$ cat src/rtl/mem_access_stage.sv
// Memory-access pipeline stage: accepts one instruction per handshake and runs loads and stores
// over a req/ack bus. It emits a one-cycle writeback pulse. The optional MEM_TIMEOUT_EN adds an ack timeout and the sticky mem_err output.
`timescale 1ns/1ps
module mem_access_stage #(
   parameter int DATA_W         = 16,
   parameter int REG_W          = 4,
   parameter int TIMEOUT_CYCLES = 255
) (
   input  logic              clk,
   input  logic              rst_n,
   input  logic              ex_valid,
   output logic              ex_ready,
   input  logic [DATA_W-1:0] ex_alu_result,
   input  logic [DATA_W-1:0] ex_store_data,
   input  logic              ex_mem_read,
   input  logic              ex_mem_write,
   input  logic              ex_reg_write,
   input  logic [REG_W-1:0]  ex_dst_reg,
   output logic              mem_req,
   output logic              mem_we,
   output logic [DATA_W-1:0] mem_addr,
   output logic [DATA_W-1:0] mem_wdata,
   input  logic              mem_ack,
   input  logic [DATA_W-1:0] mem_rdata,
   output logic              wb_valid,
   output logic              wb_reg_write,
   output logic [REG_W-1:0]  wb_dst_reg,
`ifdef MEM_TIMEOUT_EN
   output logic              mem_err,
`endif
   output logic [DATA_W-1:0] wb_data
);

   typedef enum logic [1:0] {IDLE = 2'd0, ACCESS = 2'd1, RESP = 2'd2} state_t;

   state_t            state_q, state_d;
   logic [DATA_W-1:0] addr_q, addr_d, wdata_q, wdata_d;
   logic              we_q, we_d, regw_q, regw_d;
   logic [REG_W-1:0]  dst_q, dst_d;
   logic              wbv_q, wbv_d, wbrw_q, wbrw_d;
   logic [REG_W-1:0]  wbdst_q, wbdst_d;
   logic [DATA_W-1:0] wbdata_q, wbdata_d;
   logic              accept, is_mem, timeout;

   assign accept = ex_valid && ex_ready;
   assign is_mem = ex_mem_read || ex_mem_write;

`ifdef MEM_TIMEOUT_EN
   localparam int CNT_W = ($clog2(TIMEOUT_CYCLES + 1) > 8) ? $clog2(TIMEOUT_CYCLES + 1) : 8;
   logic [CNT_W-1:0] cnt_q, cnt_d;
   logic             err_q, err_d;

   // cnt_q counts completed ACCESS cycles, so the limit is hit on the TIMEOUT_CYCLES-th one
   assign timeout = (cnt_q == CNT_W'(TIMEOUT_CYCLES - 1)) && !mem_ack;

   always_comb begin
      cnt_d = (state_q == ACCESS) ? cnt_q + 1'b1 : '0;
      err_d = err_q || ((state_q == ACCESS) && timeout);
   end

   always_ff @(posedge clk) begin
      if (!rst_n) begin
         cnt_q <= '0;
         err_q <= 1'b0;
      end else begin
         cnt_q <= cnt_d;
         err_q <= err_d;
      end
   end

   assign mem_err = err_q;
`else
   assign timeout = 1'b0;
`endif

   always_ff @(posedge clk) begin
      if (!rst_n) state_q <= IDLE;
      else        state_q <= state_d;
   end

   always_comb begin
      state_d = state_q;
      case (state_q)
         IDLE:    if (accept && is_mem)      state_d = ACCESS;
         ACCESS:  if (mem_ack || timeout)    state_d = RESP;
         RESP:                               state_d = IDLE;
         default:                            state_d = IDLE;
      endcase
   end

   always_comb begin
      ex_ready     = rst_n && (state_q == IDLE);
      mem_req      = (state_q == ACCESS);
      mem_we       = we_q;
      mem_addr     = addr_q;
      mem_wdata    = wdata_q;
      wb_valid     = wbv_q;
      wb_reg_write = wbrw_q;
      wb_dst_reg   = wbdst_q;
      wb_data      = wbdata_q;
   end

   // Writeback fields are zero except in the single cycle wb_valid is high
   always_comb begin
      addr_d   = addr_q;
      wdata_d  = wdata_q;
      we_d     = we_q;
      regw_d   = regw_q;
      dst_d    = dst_q;
      wbv_d    = 1'b0;
      wbrw_d   = 1'b0;
      wbdst_d  = '0;
      wbdata_d = '0;
      if ((state_q == IDLE) && accept) begin
         if (is_mem) begin
            addr_d  = ex_alu_result;
            wdata_d = ex_store_data;
            we_d    = ex_mem_write;
            regw_d  = ex_reg_write && !ex_mem_write;
            dst_d   = ex_dst_reg;
         end else begin
            wbv_d    = 1'b1;
            wbrw_d   = ex_reg_write;
            wbdst_d  = ex_dst_reg;
            wbdata_d = ex_alu_result;
         end
      end else if ((state_q == ACCESS) && (mem_ack || timeout)) begin
         wbv_d   = 1'b1;
         wbdst_d = dst_q;
         if (mem_ack) begin
            wbrw_d   = regw_q;
            wbdata_d = we_q ? addr_q : mem_rdata;
         end
      end
   end

   always_ff @(posedge clk) begin
      if (!rst_n) begin
         addr_q   <= '0;
         wdata_q  <= '0;
         we_q     <= 1'b0;
         regw_q   <= 1'b0;
         dst_q    <= '0;
         wbv_q    <= 1'b0;
         wbrw_q   <= 1'b0;
         wbdst_q  <= '0;
         wbdata_q <= '0;
      end else begin
         addr_q   <= addr_d;
         wdata_q  <= wdata_d;
         we_q     <= we_d;
         regw_q   <= regw_d;
         dst_q    <= dst_d;
         wbv_q    <= wbv_d;
         wbrw_q   <= wbrw_d;
         wbdst_q  <= wbdst_d;
         wbdata_q <= wbdata_d;
      end
   end

endmodule

$ cat config.mk
export PLATFORM = sky130hd
export DESIGN_NAME = mem_access_stage
export DESIGN_NICKNAME = d
export VERILOG_FILES = /design/src/rtl/mem_access_stage.sv
export SDC_FILE = /design/constraint.sdc
export NUM_CORES = 1
export LEC_CHECK = 0
export CORE_MARGIN = 4
export CORE_UTILIZATION = 41
export DETAILED_ROUTE_END_ITERATION = 12
export GPL_TIMING_DRIVEN = 0
export PLACE_DENSITY = 0.83
export RECOVER_POWER = 50
export SYNTH_ARGS = -nofsm -noshare
export SYNTH_HDL_FRONTEND = slang
export SYNTH_SLANG_ARGS = --single-unit
export TNS_END_PERCENT = 20
$ cat constraint.sdc
create_clock -name clk -period 1.4 [get_ports clk]
set_input_delay 0.35 -clock clk [delete_from_list [all_inputs] [get_ports clk]]
set_output_delay 0.35 -clock clk [all_outputs]
set_load 0.01 [all_outputs]
==> results.py <==
metrics = {
    "yosys": {
        "yosysWarningCount": 0,
        "syn_area_per_cell_um2": 8.74,
        "synth_top_area_share_pct": 49.0,
        "post_synth_main_area_contributors": "dfxtp_1 49%, nand3_1 14%, mux2_2 7.1%",
        "post-synth-top-area-cell": "dfxtp_1",
        "yosys_register_bits": 62,
        "synth_enable_flop_cells": 0,
        "async_set_or_reset_register_ratio_after_synthesis_pct": 0,
        "yosys.cell_count.top_type": "nand3_1",
        "share_of_synthesized_area_occupied_by_flip_flops_and_latches_pct": 49.0,
        "syn_nets": 349,
        "syn-instance-count": 290,
        "synth.lib_cells_used.distinct": 22,
        "synthTopCellsByCount": "73 x nand3_1, 62 x dfxtp_1, 40 x nand2_1",
        "synth.cell_area_um2": 2530,
        "yosys_most_used_dff": "dfxtp_1",
    },
    "timing": {
        "report.final.slew_viol_count": 0,
        "final-hold-violation-count": 0,
        "fmax_mhz": 718,
        "fin_setup_tns_ps": 0,
        "tightestPinTransition_ps": 550,
        "grt_setup_unrepaired": "true",
        "report.final.setup_viol": 0,
        "worst_slew_margin_rel_pct": 63.3,
        "period_needed_ps": 1390,
        "final.period_utilization_pct": 99.4,
        "finalClockSkew_ps": 8.19,
    },
    "grt": {
        "antenna_found_initial": 1,
        "grt_pass1_wl_mm": 13.1,
        "grt_pass1_vias": 2752,
        "globalRouteOverflowTotal": 0,
        "grt_max_degree": 11,
        "globalRouteTotalUtil_pct": 22.5,
    },
    "worst_hold_path": {
        "timing.hold.worst.class": "register to register",
        "min_from": "mem_wdata[5]",
        "timing.hold.worst_path_depth": 2,
        "min_delay_worst_endpoint": "mem_wdata[5]",
    },
    "power_and_ir_drop": {
        "post-layout-total-power_w": 0.00409,
        "p_per_area_nw_per_um2": 997,
        "p_int_w": 0.00304,
        "power_switching_share_pct": 25.5,
        "leakage_nw": 1.76,
        "p_sw_w": 0.00104,
        "share_comb_of_total_power_pct": 19.1,
        "vdd_drop_max_mv": 0.597,
        "pwr-share-clk_pct": 34.2,
        "seq_power_share_pct": 46.6,
    },
    "cells_and_area": {
        "flow.area_growth_from_synthesis_pct": 61.8,
        "drive_gt1_share_pct": 21.4,
        "layout.nets": 482,
        "final_core_utilization_pct": 68.9,
        "stdcell_area_um2": 4100,
    },
    "run_status": {
        "run_status": "completed",
    },
    "clock_network": {
        "tritoncts": "built",
        "clk_latency_worst_skew_pair_ps": 330,
        "numClockSinks": 62,
        "cts_hold_buffers": 0,
        "cts.htree.levels": 3,
        "ctsRootBufferMaster": "clkbuf_8",
        "cts_inserted_buffers": 9,
        "clock_path_buffers": 2,
        "worst_setup_hold_path_clk_slew_ps": 60,
    },
    "critical_path": {
        "r2r_start": "state_q[1]",
        "cp_data_arrival_time_ps": 1610,
        "timing.critical_path.from_type": "input port",
        "timing.critical_path.slowest_cell_delay_ps": 260,
        "cpMaxStageDelayCell": "dlygate4sd2_1",
        "reg2regPathDepth": 6,
        "maximum_fanout_along_the_worst_path": 10,
        "setup.reg_to_reg.worst_slack_ps": 30,
        "critical_path.cell_chain": "dlygate4sd2_1 -> or2_0 -> buf_6 -> buf_4 -> clkbuf_2 -> nand3_2 -> o21ai_4",
        "critPathCaptureType": "register",
        "crit_buf_inv": 4,
        "setup.worst_path.class": "input port to register",
        "reg2reg_to": "dst_q[3]",
        "critPathTopFamily": "buffers and inverters",
        "timing.critical_path.required_ps": 1620,
    },
    "placed_design": {
        "post-dp-hpwl_mm": 5.78,
        "postPlaceCellArea_um2": 3770,
        "placement.io_buffers": 114,
        "globalplace.congestion": 0.740,
    },
    "floorplanning": {
        "core.rowCount": 28,
        "floorplan.die.height_um": 86.6,
        "starting_utilization_of_the_core_area_pct": 42.6,
        "die-area_um2": 7500,
        "die_x_um": 86.6,
        "design.portCount": 116,
        "core_region_area_um2": 5960,
    },
    "detailed_routing": {
        "antenna_violating_nets_post_route": 0,
        "detail_route.first_pass.iterations": 4,
        "drc": 0,
        "drt_wl_cell_um": 16.6,
        "detail_route.wirelength_mm": 8.34,
        "vias": 2649,
        "via_per_instance_ratio": 5.28,
        "first_iter_violations": 138,
    },
    "job": {
        "maxCapViolCount": 0,
    },
}
routing by layer:
layer / up-vias / global-route usage (%) / wire length, um
li1: 1280 / - / -
met1: 1245 / 27.3 / 3380
met2: 110 / 37.3 / 4120
met3: 14 / 5.13 / 663
met4: 0 / 11.8 / 174
met5: - / 0 / 0
through the flow:
step / std cells / hold WS, ps / setup WS, ps
after floorplan: 290 / 440 / 79.4
after global placement: 479 / 445 / -928
after detailed placement: 479 / 455 / -949
after CTS: 505 / 444 / -73.7
after global routing: 502 / 449 / -13.6
final: 502 / 446 / 8.04
how the worst max path moves through the flow:
stage	depth (start not counted)	end	from	slack, ps
final	7	mem_addr[4]	ex_mem_write	8
after CTS	4	mem_req	state_q[0]	-70
after global placement	4	ex_ready	rst_n	-930
after floorplan	5	wb_data[10]	mem_we	80
after global routing	4	ex_ready	rst_n	-10
after detailed placement	4	ex_ready	rst_n	-950
cells by family after synthesis:
group,Yosys count,share of synthesized area (%)
AOI/OAI and AO/OA,61,15.3
DFF,62,49.0
buffers and inverters,29,5.87
muxes,16,7.11
and+or+nand+nor,122,22.8
layout make-up:
type / count / area, um2
clock buffers: 13 / 169
inverters: 1 / 8.76
well taps: 75 / 93.8
clock inverters: 1 / 5.00
fillers: 482 / 1850
repair buffers: 125 / 1200
plain buffers: 25 / 199
multi-input cells: 199 / 1180
diodes: 1 / 2.50
flip-flops and latches: 62 / 1250
placed cells by master, fill, tap and decap left out, types with 6 or more instances in the layout:
cell / count
clkbuf_8: 13
o21ai_2: 20
clkbuf_2: 6
buf_4: 8
nand3_1: 72
clkbuf_1: 7
o21ai_0: 18
dfxtp_1: 60
dlygate4sd2_1: 58
nand2_1: 40
a21oi_1: 16
mux2_2: 16
clkdlybuf4s50_1: 53
what timing repair did:
action	CTS	global route
endpoints found under the hold margin	0	0
buffers inserted	10	0
resized for setup	101	25
gates cloned	2	0
endpoints found under the setup margin	119	36
pin swaps	3	7
worst min-delay path, cell delays in order (launching register included):
cell and delay, ps:
dfxtp_1 300, nand2_1 50, o21ai_1 50
power groups by stage:
stage	combinational, W	sequential, W	clock [W]
after floorplan	0.000290	0.00198	0
after global placement	0.000739	0.00194	0
after detailed placement	0.000754	0.00195	0
after CTS	0.000783	0.00191	0.00142
after global routing	0.000840	0.00192	0.00150
final	0.000782	0.00191	0.00140
(Power assumes the default switching activity.)
